$ cat src/rtl/ext_pkg.sv
// ============================================================================
//  Module      : ext_pkg
//  Description : Shared types, widths and the immediate extender function.
//  Revision    : 1.0  initial release
// ============================================================================
`default_nettype none

package ext_pkg;

    localparam int EXT_W = 32;
    localparam int IMM_W = 16;

    typedef enum logic [1:0] {
        EOP_SIGN     = 2'b00,
        EOP_ZERO     = 2'b01,
        EOP_LUI      = 2'b10,
        EOP_SIGN_SH2 = 2'b11
    } eop_e;

    function automatic logic [EXT_W-1:0] ext_apply(input logic [IMM_W-1:0] imm,
                                                   input logic [1:0]       eop);
        logic [EXT_W-1:0] result;
        case (eop_e'(eop))
            EOP_SIGN:     result = {{(EXT_W-IMM_W){imm[IMM_W-1]}}, imm};
            EOP_ZERO:     result = {{(EXT_W-IMM_W){1'b0}}, imm};
            EOP_LUI:      result = {imm, {(EXT_W-IMM_W){1'b0}}};
            EOP_SIGN_SH2: result = {{(EXT_W-IMM_W-2){imm[IMM_W-1]}}, imm, 2'b00};
            default:      result = '0;
        endcase
        return result;
    endfunction

endpackage

`default_nettype wire

$ cat src/rtl/ext_arbiter_if.sv
// ============================================================================
//  Module      : ext_arbiter_if
//  Description : Request and result handshake bundle of the shared extender.
//  Revision    : 1.0  initial release
// ============================================================================
`default_nettype none

interface ext_arbiter_if
    import ext_pkg::*;
#(
    parameter int N_REQ = 4,
    parameter int ID_W  = 2
);

    logic [N_REQ-1:0]       req_valid;
    logic [IMM_W*N_REQ-1:0] req_imm;
    logic [2*N_REQ-1:0]     req_eop;
    logic [N_REQ-1:0]       req_ready;
    logic                   out_valid;
    logic [EXT_W-1:0]       out_ext;
    logic [ID_W-1:0]        out_id;
    logic                   out_ready;

    // Requesters and result consumer
    modport master (
        output req_valid, req_imm, req_eop, out_ready,
        input  req_ready, out_valid, out_ext, out_id
    );

    // Arbitrated extender
    modport slave (
        input  req_valid, req_imm, req_eop, out_ready,
        output req_ready, out_valid, out_ext, out_id
    );

endinterface

`default_nettype wire

$ cat src/rtl/rr_arbiter.sv
// ============================================================================
//  Module      : rr_arbiter
//  Description : Combinational round-robin arbiter, scan starts at rr_ptr.
//  Revision    : 1.0  initial release
// ============================================================================
`default_nettype none

module rr_arbiter #(
    parameter int N     = 4,
    parameter int IDX_W = (N > 1) ? $clog2(N) : 1
) (
    input  wire logic [N-1:0]     req,
    input  wire logic [IDX_W-1:0] rr_ptr,
    input  wire logic             enable,
    output logic      [N-1:0]     grant,
    output logic      [IDX_W-1:0] grant_idx
);

    logic found;

    always_comb begin
        int j;
        found     = 1'b0;
        grant_idx = '0;
        grant     = '0;
        j         = 0;
        // Rotated priority: rr_ptr first, wrapping modulo N
        for (int k = 0; k < N; k++) begin
            j = int'(rr_ptr) + k;
            if (j >= N) begin
                j = j - N;
            end
            if (!found && req[j]) begin
                found     = 1'b1;
                grant_idx = IDX_W'(j);
            end
        end
        if (enable && found) begin
            grant[grant_idx] = 1'b1;
        end
    end

endmodule

`default_nettype wire

$ cat src/rtl/ext_arbiter.sv
// ============================================================================
//  Module      : ext_arbiter
//  Description : Round-robin shares one immediate extender among N_REQ requesters.
//  Revision    : 1.0  initial release
// ============================================================================
`default_nettype none

module ext_arbiter
    import ext_pkg::*;
#(
    parameter int N_REQ = 4,
    parameter int ID_W  = 2
) (
    input  wire logic    clk,
    input  wire logic    reset_n,
    ext_arbiter_if.slave bus
);

    logic             out_valid_q, out_valid_d;
    logic [EXT_W-1:0] out_ext_q,   out_ext_d;
    logic [ID_W-1:0]  out_id_q,    out_id_d;
    logic [ID_W-1:0]  rr_ptr_q,    rr_ptr_d;

    logic             can_load;
    logic             arb_en;
    logic             handshake;
    logic [N_REQ-1:0] gnt;
    logic [ID_W-1:0]  gnt_idx;
    logic [IMM_W-1:0] sel_imm;
    logic [1:0]       sel_eop;
    logic [EXT_W-1:0] sel_ext;

    // reset_n gates the grant so req_ready is low throughout reset
    assign can_load = !out_valid_q || bus.out_ready;
    assign arb_en   = can_load && reset_n;

    rr_arbiter #(
        .N     (N_REQ),
        .IDX_W (ID_W)
    ) u_rr_arbiter (
        .req       (bus.req_valid),
        .rr_ptr    (rr_ptr_q),
        .enable    (arb_en),
        .grant     (gnt),
        .grant_idx (gnt_idx)
    );

    assign handshake     = |gnt;
    assign bus.req_ready = gnt;

    assign sel_imm = bus.req_imm[gnt_idx*IMM_W +: IMM_W];
    assign sel_eop = bus.req_eop[gnt_idx*2 +: 2];
    assign sel_ext = ext_apply(sel_imm, sel_eop);

    always_ff @(posedge clk or negedge reset_n) begin
        if (!reset_n) begin
            out_valid_q <= 1'b0;
            out_ext_q   <= '0;
            out_id_q    <= '0;
            rr_ptr_q    <= '0;
        end else begin
            out_valid_q <= out_valid_d;
            out_ext_q   <= out_ext_d;
            out_id_q    <= out_id_d;
            rr_ptr_q    <= rr_ptr_d;
        end
    end

    always_comb begin
        out_valid_d = out_valid_q;
        out_ext_d   = out_ext_q;
        out_id_d    = out_id_q;
        rr_ptr_d    = rr_ptr_q;
        // A new grant overwrites a draining result in the same cycle
        if (handshake) begin
            out_valid_d = 1'b1;
            out_ext_d   = sel_ext;
            out_id_d    = gnt_idx;
            rr_ptr_d    = (gnt_idx == ID_W'(N_REQ - 1)) ? '0 : gnt_idx + ID_W'(1);
        end else if (bus.out_ready) begin
            out_valid_d = 1'b0;
        end
    end

    always_comb begin
        bus.out_valid = out_valid_q;
        bus.out_ext   = out_ext_q;
        bus.out_id    = out_id_q;
    end

endmodule

`default_nettype wire

$ cat src/flat_wrapper.sv
// flat-port wrapper written by rule: the top's interface ports become plain ports
module ext_arbiter_flat import ext_pkg::*;
#(
    parameter int N_REQ = 4,
    parameter int ID_W  = 2
)
  (clk, reset_n, bus_req_valid, bus_req_imm, bus_req_eop, bus_out_ready, bus_req_ready, bus_out_valid, bus_out_ext, bus_out_id);
  ext_arbiter_if #(.N_REQ(N_REQ), .ID_W(ID_W)) bus_i ();
  input  wire logic clk;
  input  wire logic reset_n;
  input wire logic [$bits(bus_i.req_valid)-1:0] bus_req_valid;
  input wire logic [$bits(bus_i.req_imm)-1:0] bus_req_imm;
  input wire logic [$bits(bus_i.req_eop)-1:0] bus_req_eop;
  input wire logic [$bits(bus_i.out_ready)-1:0] bus_out_ready;
  output wire logic [$bits(bus_i.req_ready)-1:0] bus_req_ready;
  output wire logic [$bits(bus_i.out_valid)-1:0] bus_out_valid;
  output wire logic [$bits(bus_i.out_ext)-1:0] bus_out_ext;
  output wire logic [$bits(bus_i.out_id)-1:0] bus_out_id;
  assign bus_i.req_valid = bus_req_valid;
  assign bus_i.req_imm = bus_req_imm;
  assign bus_i.req_eop = bus_req_eop;
  assign bus_i.out_ready = bus_out_ready;
  assign bus_req_ready = bus_i.req_ready;
  assign bus_out_valid = bus_i.out_valid;
  assign bus_out_ext = bus_i.out_ext;
  assign bus_out_id = bus_i.out_id;
  ext_arbiter #(.N_REQ(N_REQ), .ID_W(ID_W)) u_core (.clk(clk), .reset_n(reset_n), .bus(bus_i));
endmodule
$ cat config.mk
export PLATFORM = sky130hd
export DESIGN_NAME = ext_arbiter_flat
export DESIGN_NICKNAME = d
export VERILOG_FILES = /design/src/rtl/ext_pkg.sv /design/src/rtl/ext_arbiter_if.sv /design/src/rtl/rr_arbiter.sv /design/src/rtl/ext_arbiter.sv /design/src/flat_wrapper.sv
export SDC_FILE = /design/constraint.sdc
export NUM_CORES = 1
export LEC_CHECK = 0
export CAP_MARGIN = 20
export CORE_MARGIN = 8
export CORE_UTILIZATION = 41
export CTS_CLUSTER_DIAMETER = 40
export CTS_CLUSTER_SIZE = 24
export DETAILED_ROUTE_END_ITERATION = 8
export PLACE_DENSITY = 0.81
export SYNTH_ARGS = -nofsm -noshare
export SYNTH_HDL_FRONTEND = slang
export SYNTH_SLANG_ARGS = --single-unit
export TNS_END_PERCENT = 1
$ cat constraint.sdc
create_clock -name clk -period 3.3 [get_ports clk]
set_clock_uncertainty 0.05 [all_clocks]
set_input_delay 0.66 -clock clk [delete_from_list [all_inputs] [get_ports clk]]
set_output_delay 0.66 -clock clk [all_outputs]
set_load 0.05 [all_outputs]
======== Word level (Yosys, flattened, before mapping) ========
Index checks and enable logic that the tools add are counted.
word-level totals
  register bits ........................... 37
  output and inout port bits .............. 39
  logic and storage cells ................. 73
operators by class
  $add $sub $neg .......................... 8
  $lt $le $gt $ge ......................... 10
  equal/unequal tests ..................... 4
  shifts and indexed selects .............. 2
  multiplexer cells ....................... 31
  reductions and logical operators ........ 14
operators with widths
  cell                 number
  $lt 32x4->1 const B  4
  $mux 32              4
  $pmux 32 s4          1
  $shiftx 64x7->16     1
  $mux 1               15
  $sub 3x3->4 const B  3
  $mux 2               5
  $ge 3x3->1 const B   3
  $bmux 1 s2           4
  $shiftx 8x4->2       1
  $add 2x2->3 const B  2
  $eq 2x2->1 const B   3
  $logic_and 1x1->1    6
  $logic_not 1->1      4
  $mux 4               1
  $reduce_or 4->1      1
  $sub 2x3->4 const B  1
  $add 2x1->3 const B  1
  $ge 2x3->1 const B   1
  $lt 2x3->1 const B   1
  $add 2x1->2 const B  1
  $demux 1 s2          1
  $eq 2x1->1 const B   1
  $ge 2x1->1 const B   1
  3 further kinds      3

======== Depth between registers and ports, before layout ========
  depth after elaboration ................. 22
  gate-level depth with buffers ........... 13

======== By module ========
Synthesis repeated with hierarchy kept, for this count alone.
second synthesis, totals
  cells, all modules ...................... 208
  area total of the unflattened synthesis .. 2,265.9 sq um
by module, submodules not included
  module       times used  cells each  area each (sq um)  seq. area each (sq um)
  ext_arbiter  1           189         2,130.8            925.9
  rr_arbiter   1           19          135.1              0.0

======== Worst setup path before layout ========
No wires, ideal clock.
  kind .................................... input port to flip-flop
  start point ............................. in bus_req_valid[0]
  end point ............................... reg u_core.out_ext_q[20], in the netlist u_core.bus.out_ext[20]
  arrival ................................. 2.863 ns
  data required time ...................... 3.163 ns
  path slack .............................. 0.301 ns
  stages on the path ...................... 13
  buffers on the path ..................... 4
  cells stage by stage .................... and2_4 > and2_4 > nor3_4 > buf_4 > buf_2 > ha_1 > nor4_1 > or3_1 > clkbuf_1 > nor3_1 > nand3b_2 > buf_4 > o211ai_1
between the ends
  cells in the longest elaborated chain, start to end .. 19
  elaborated cells between the ends (all ways) .. 41
  classes of those cells .................. order compare (2); eq/ne (3); shift (2); mux (24); reduce/logical (10)
ends and longest elaborated chain
  item                                                                   line                RTL
  from (decl)                                                            flat_wrapper.sv:11  input wire logic [$bits(bus_i.req_valid)-1:0] bus_req_valid;
  $bmux 1 s2                                                             rr_arbiter.sv:33    if (!found && req[j]) begin
  $mux 1 (implied by the code) (2 in a row)                              rr_arbiter.sv:33
  $mux 1                                                                 rr_arbiter.sv:33
  $logic_not 1->1                                                        rr_arbiter.sv:33
  $logic_and 1x1->1                                                      rr_arbiter.sv:33
  $mux 1                                                                 rr_arbiter.sv:33
  $logic_not 1->1                                                        rr_arbiter.sv:33
  $logic_and 1x1->1                                                      rr_arbiter.sv:33
  [... 3 more ...]                                                       n/a
  $mux 2 *                                                               rr_arbiter.sv:33
  net u_core.gnt_idx[0]                                                  ext_arbiter.sv:28   logic [ID_W-1:0] gnt_idx;
  $lt 2x3->1 (implied by the code) / $ge 2x1->1 (equally long branches)  rr_arbiter.sv:39    grant[grant_idx] = 1'b1;
  $logic_and 1x1->1 (implied by the code)                                rr_arbiter.sv:39
  $mux 1 (implied by the code)                                           rr_arbiter.sv:39
  $demux 1 s2                                                            rr_arbiter.sv:39
  $mux 4                                                                 rr_arbiter.sv:38    if (enable && found) begin
  $reduce_or 4->1                                                        ext_arbiter.sv:48   assign handshake = |gnt;
  to (signal assigned)                                                   ext_arbiter.sv:63   out_ext_q <= out_ext_d;
  to (decl)                                                              ext_arbiter.sv:20   logic [EXT_W-1:0] out_ext_q, out_ext_d;
Mark *: on every way through the listed nets, which the timed path passes. The rest lies on a longest branch. The select of a mux whose other input is x is not followed.
A chain may end at the register's enable or synchronous reset.

======== Worst setup path after layout ========
  start point ............................. in bus_req_valid[2]
  end point ............................... reg u_core.out_ext_q[25], in the netlist u_core.bus.out_ext[25]
between the ends
  cells in the longest elaborated chain, start to end .. 19
  elaborated cells between the ends (all ways) .. 41
  classes of those cells .................. order compare (2); eq/ne (3); shift (2); mux (24); reduce/logical (10)
ends and longest elaborated chain
  item                                                                   line
  $bmux 1 s2                                                             rr_arbiter.sv:33
  $mux 1 (implied by the code) (2 in a row)                              rr_arbiter.sv:33
  $mux 1                                                                 rr_arbiter.sv:33
  $logic_not 1->1                                                        rr_arbiter.sv:33
  $logic_and 1x1->1                                                      rr_arbiter.sv:33
  $mux 1                                                                 rr_arbiter.sv:33
  $logic_not 1->1                                                        rr_arbiter.sv:33
  $logic_and 1x1->1                                                      rr_arbiter.sv:33
  [... 2 more ...]                                                       n/a
  $logic_and 1x1->1                                                      rr_arbiter.sv:33
  $mux 2                                                                 rr_arbiter.sv:33
  $lt 2x3->1 (implied by the code) / $ge 2x1->1 (equally long branches)  rr_arbiter.sv:39
  $logic_and 1x1->1 (implied by the code)                                rr_arbiter.sv:39
  $mux 1 (implied by the code)                                           rr_arbiter.sv:39
  $demux 1 s2                                                            rr_arbiter.sv:39
  $mux 4                                                                 rr_arbiter.sv:38
  $reduce_or 4->1                                                        ext_arbiter.sv:48
Parallel ways exist; a longest one is shown, timed or not. The select of a mux whose other input is x is not followed.

==> results by group <==
Layout
  • Util after Layout: 66.0%
  • Final cell count without fillers: 435
  • Post-route cell area: 3860 sq um
  • Share of layout cells above drive strength 1: 16.1%
  • Area of the multi-input gates: 1420 sq um
  • Layout area overhead: 57.3%
  • Final antenna diode count: 0
  • Register Area: 926 sq um
  • Fill count: 473
  • Number of nets in the layout: 442

Setup path
  • Crit path max-delay family: buffers and inverters
  • CP max-delay cell: clkdlybuf4s50_1
  • Worst path max stage delay: 0.56 ns
  • Most frequent cell on the critical path: buf_4
  • Crit path cell chain: clkdlybuf4s50_1 > nand2b_1 > o211a_4 > nor2_8 > inv_1 > ha_1 > nor4_1 > or3_1 > buf_4 > buf_4 > nand2_1 > o211ai_1
  • Req. time, crit path: 3.45 ns
  • Startpoint Class: input port
  • Worst Path Buf+Inv: 4
  • Setup crit end kind: register
  • CP arrival: 3.21 ns
  • WS Path Type: input port to register
  • CP max FO: 22

Route
  • DR vias: 2344
  • 1st-pass router iterations: 4
  • Via density: 5.39
  • Final WL: 8.16 mm
  • Per-cell routed wire length: 18.8 um
  • DRT antenna net count: 0
  • Number of DRC markers in iteration 0: 135
  • Residual DRC count: 0

Global routing
  • Largest net degree at the start of global routing: 38
  • First-pass GRT wire length: 12.8 mm
  • Gr usage total: 18.5%
  • Grt total ovfl: 0
  • Vias in the first global route: 2486
  • Initial antenna violation count: 0

Run status
  • Status: finished, final reports clean

Flow run
  • Max-cap check violation count: 0

Logic synthesis
  • Syn_area_per_cell: 10.5 sq um
  • Most common cell in the synthesized netlist: dfrtp_1
  • Post-synth top area share: 37.7%
  • Async S/R FF share, synth: 100%
  • Simple-gate area share of the yosys netlist: 15.2%
  • Post-Syn Instances: 235
  • XOR/XNOR share of the synthesized area: 0%
  • Commonest cells in the netlist: 37 x dfrtp_1, 32 x mux2i_1, 25 x nand2_1, 16 x o211ai_1, 15 x mux2_2
  • Top_reg_cell synth: dfrtp_1
  • FF+latch count, synth: 37
  • Post-synthesis sequential area ratio: 37.7%
  • Synth warn: 0
  • Yosys cell types: 48
  • Post-Synthesis Net Count: 318
  • Main combinational cell family by area after synthesis: compound AO/OA/AOI/OAI gates
  • Synth top area cells: dfrtp_1 38%, mux2i_1 13%, mux2_2 6.9%
  • Mapped Area: 2460 sq um
  • Synth Area in Compound Gates: 20.3%
  • Post-synthesis mux area share: 19.9%
  • Post-synth EDFFs: 0
  • Cell taking the most area after synthesis: dfrtp_1
  • Synth Area in Adders: 2.04%

Timing
  • Post-layout min period: 3.06 ns
  • Endpoints failing hold: 0
  • Crit share post-route: 92.7%
  • Worst-margin pin slew: 0.568 ns
  • Max-slew violations: 0
  • Final setup fails: 0
  • Slew margin rel.: 62.0%
  • Setup TNS: 0 ns
  • Setup ws final: 0.240 ns
  • Final hold slack: 0.364 ns
  • Highest Clock Rate: 0.327 GHz
  • Unrepaired setup endpoints after global routing: false

Pwr
  • Worst VDD drop: 647 uV
  • PwrDens: 983 nW/um^2
  • Leakage: 1.61 nW
  • Total power: 3.80 mW

Min path
  • Hold WC Path Type: input port to async pin

Die
  • Rows: 28
  • Die Span Y: 93.4 um
  • Die ar.: 8720 sq um
  • Io pins: 118
  • Die W: 93.4 um
  • Core Box Area: 5850 sq um
  • Starting Density: 42.0%

Clock network
  • CTS root buffer: clkbuf_8
  • Worst skew pair latency: 0.29 ns
  • CTS tree: done
  • CTS Buf Count: 5
  • Post-CTS Repair Setup Buffers: 0
  • Sink Count: 37
  • CTS H-tree lvls: 2
  • Worst-case clock buffer depth: 2
  • Clock transition at path regs: 0.07 ns

Placement
  • GP Congestion: 0.857
  • Pre-CTS WS: -0.0475 ns
  • Placed cells: 427
  • IO Port Bufs: 117
  • DP HPWL: 6.58 mm
  • Placed inst area: 3740 sq um
-- logic make-up after synthesis --
logic type | after synthesis
and+or+nand+nor | 65
DFF | 37
adders and majority gates | 4
AOI/OAI and AO/OA | 63
buffers and inverters | 19
muxes | 47
-- worst paths after layout --
kind / start / end / slack (ns) / cells past startpoint
min: reset_n / u_core.bus.out_valid / 0.36 / 2
min in group clk: u_core.bus.out_id[0] / u_core.bus.out_id[0] / 0.44 / 2
max reg2reg: u_core.rr_ptr_q[1] / u_core.bus.out_ext[25] / 0.62 / 9
min reg2reg: u_core.bus.out_id[0] / u_core.bus.out_id[0] / 0.44 / 2
max: bus_req_valid[2] / u_core.bus.out_ext[25] / 0.24 / 12
max in group asynchronous: reset_n / u_core.bus.out_ext[29] / 2.52 / 2
-- worst register-to-register path, cell delays in order (launching register included) --
cell and delay (ns):
dfrtp_1 0.46, and2_4 0.21, and2_4 0.16, nor3_4 0.24, ha_1 0.21, nor4_1 0.07, or3_1 0.34, nor3_1 0.45
nand3b_4 0.25, o211ai_1 0.16
-- report_power, final --
part | leakage, nW | internal [mW] | switching, mW
clock network | 0.0543 | 0.226 | 0.165
registers | 0.450 | 0.673 | 0.134
logic | 1.10 | 1.01 | 1.59
total | 1.61 | 1.91 | 1.89
-- final cells by class --
class	count	area share, %
Inverter	4	0.389
Timing Repair Buffer	132	33.5
Tap cell	75	2.43
Multi-Input combinational cell	179	36.7
Clock buffer	5	1.78
Sequential cell	37	24.0
Clock inverter	3	1.20
-- layout by cell type, fill, tap and decap left out, types with 2 or more instances in the layout --
cell	n
and2_4	2
nand3_1	7
o221ai_1	12
nand2_1	25
and3_1	3
ha_1	4
a211oi_1	3
o31ai_1	2
nor2_1	3
mux2_2	15
nor4_1	2
o21a_1	12
clkbuf_8	5
o21ai_0	7
nand2b_1	5
dfrtp_1	37
buf_12	2
inv_1	3
mux2i_1	32
o211ai_1	16
buf_4	17
and2_1	6
clkdlybuf4s50_1	112
-- per-layer routing --
metal | track usage [%] | part of all wire [%] | vias up
li1 | - | - | 1132
met1 | 23.5 | 43 | 1107
met2 | 30.4 | 48 | 97
met3 | 4.41 | 7.2 | 8
met4 | 5.10 | 1.3 | 0
met5 | 0 | 0 | -
-- registers in the layout (all words and copies together) (netlist names) --
register / flops
u_core.bus.out_ext: 32
u_core.bus.out_id: 2
u_core.rr_ptr_q: 2
u_core.bus.out_valid: 1
-- timing repair --
item / in CTS / in global routing
resized for setup: 0 / 1
hold buffers: 0 / 0
setup endpoints to repair: 0 / 3
No activity file was read; power rests on OpenSTA's default activity.
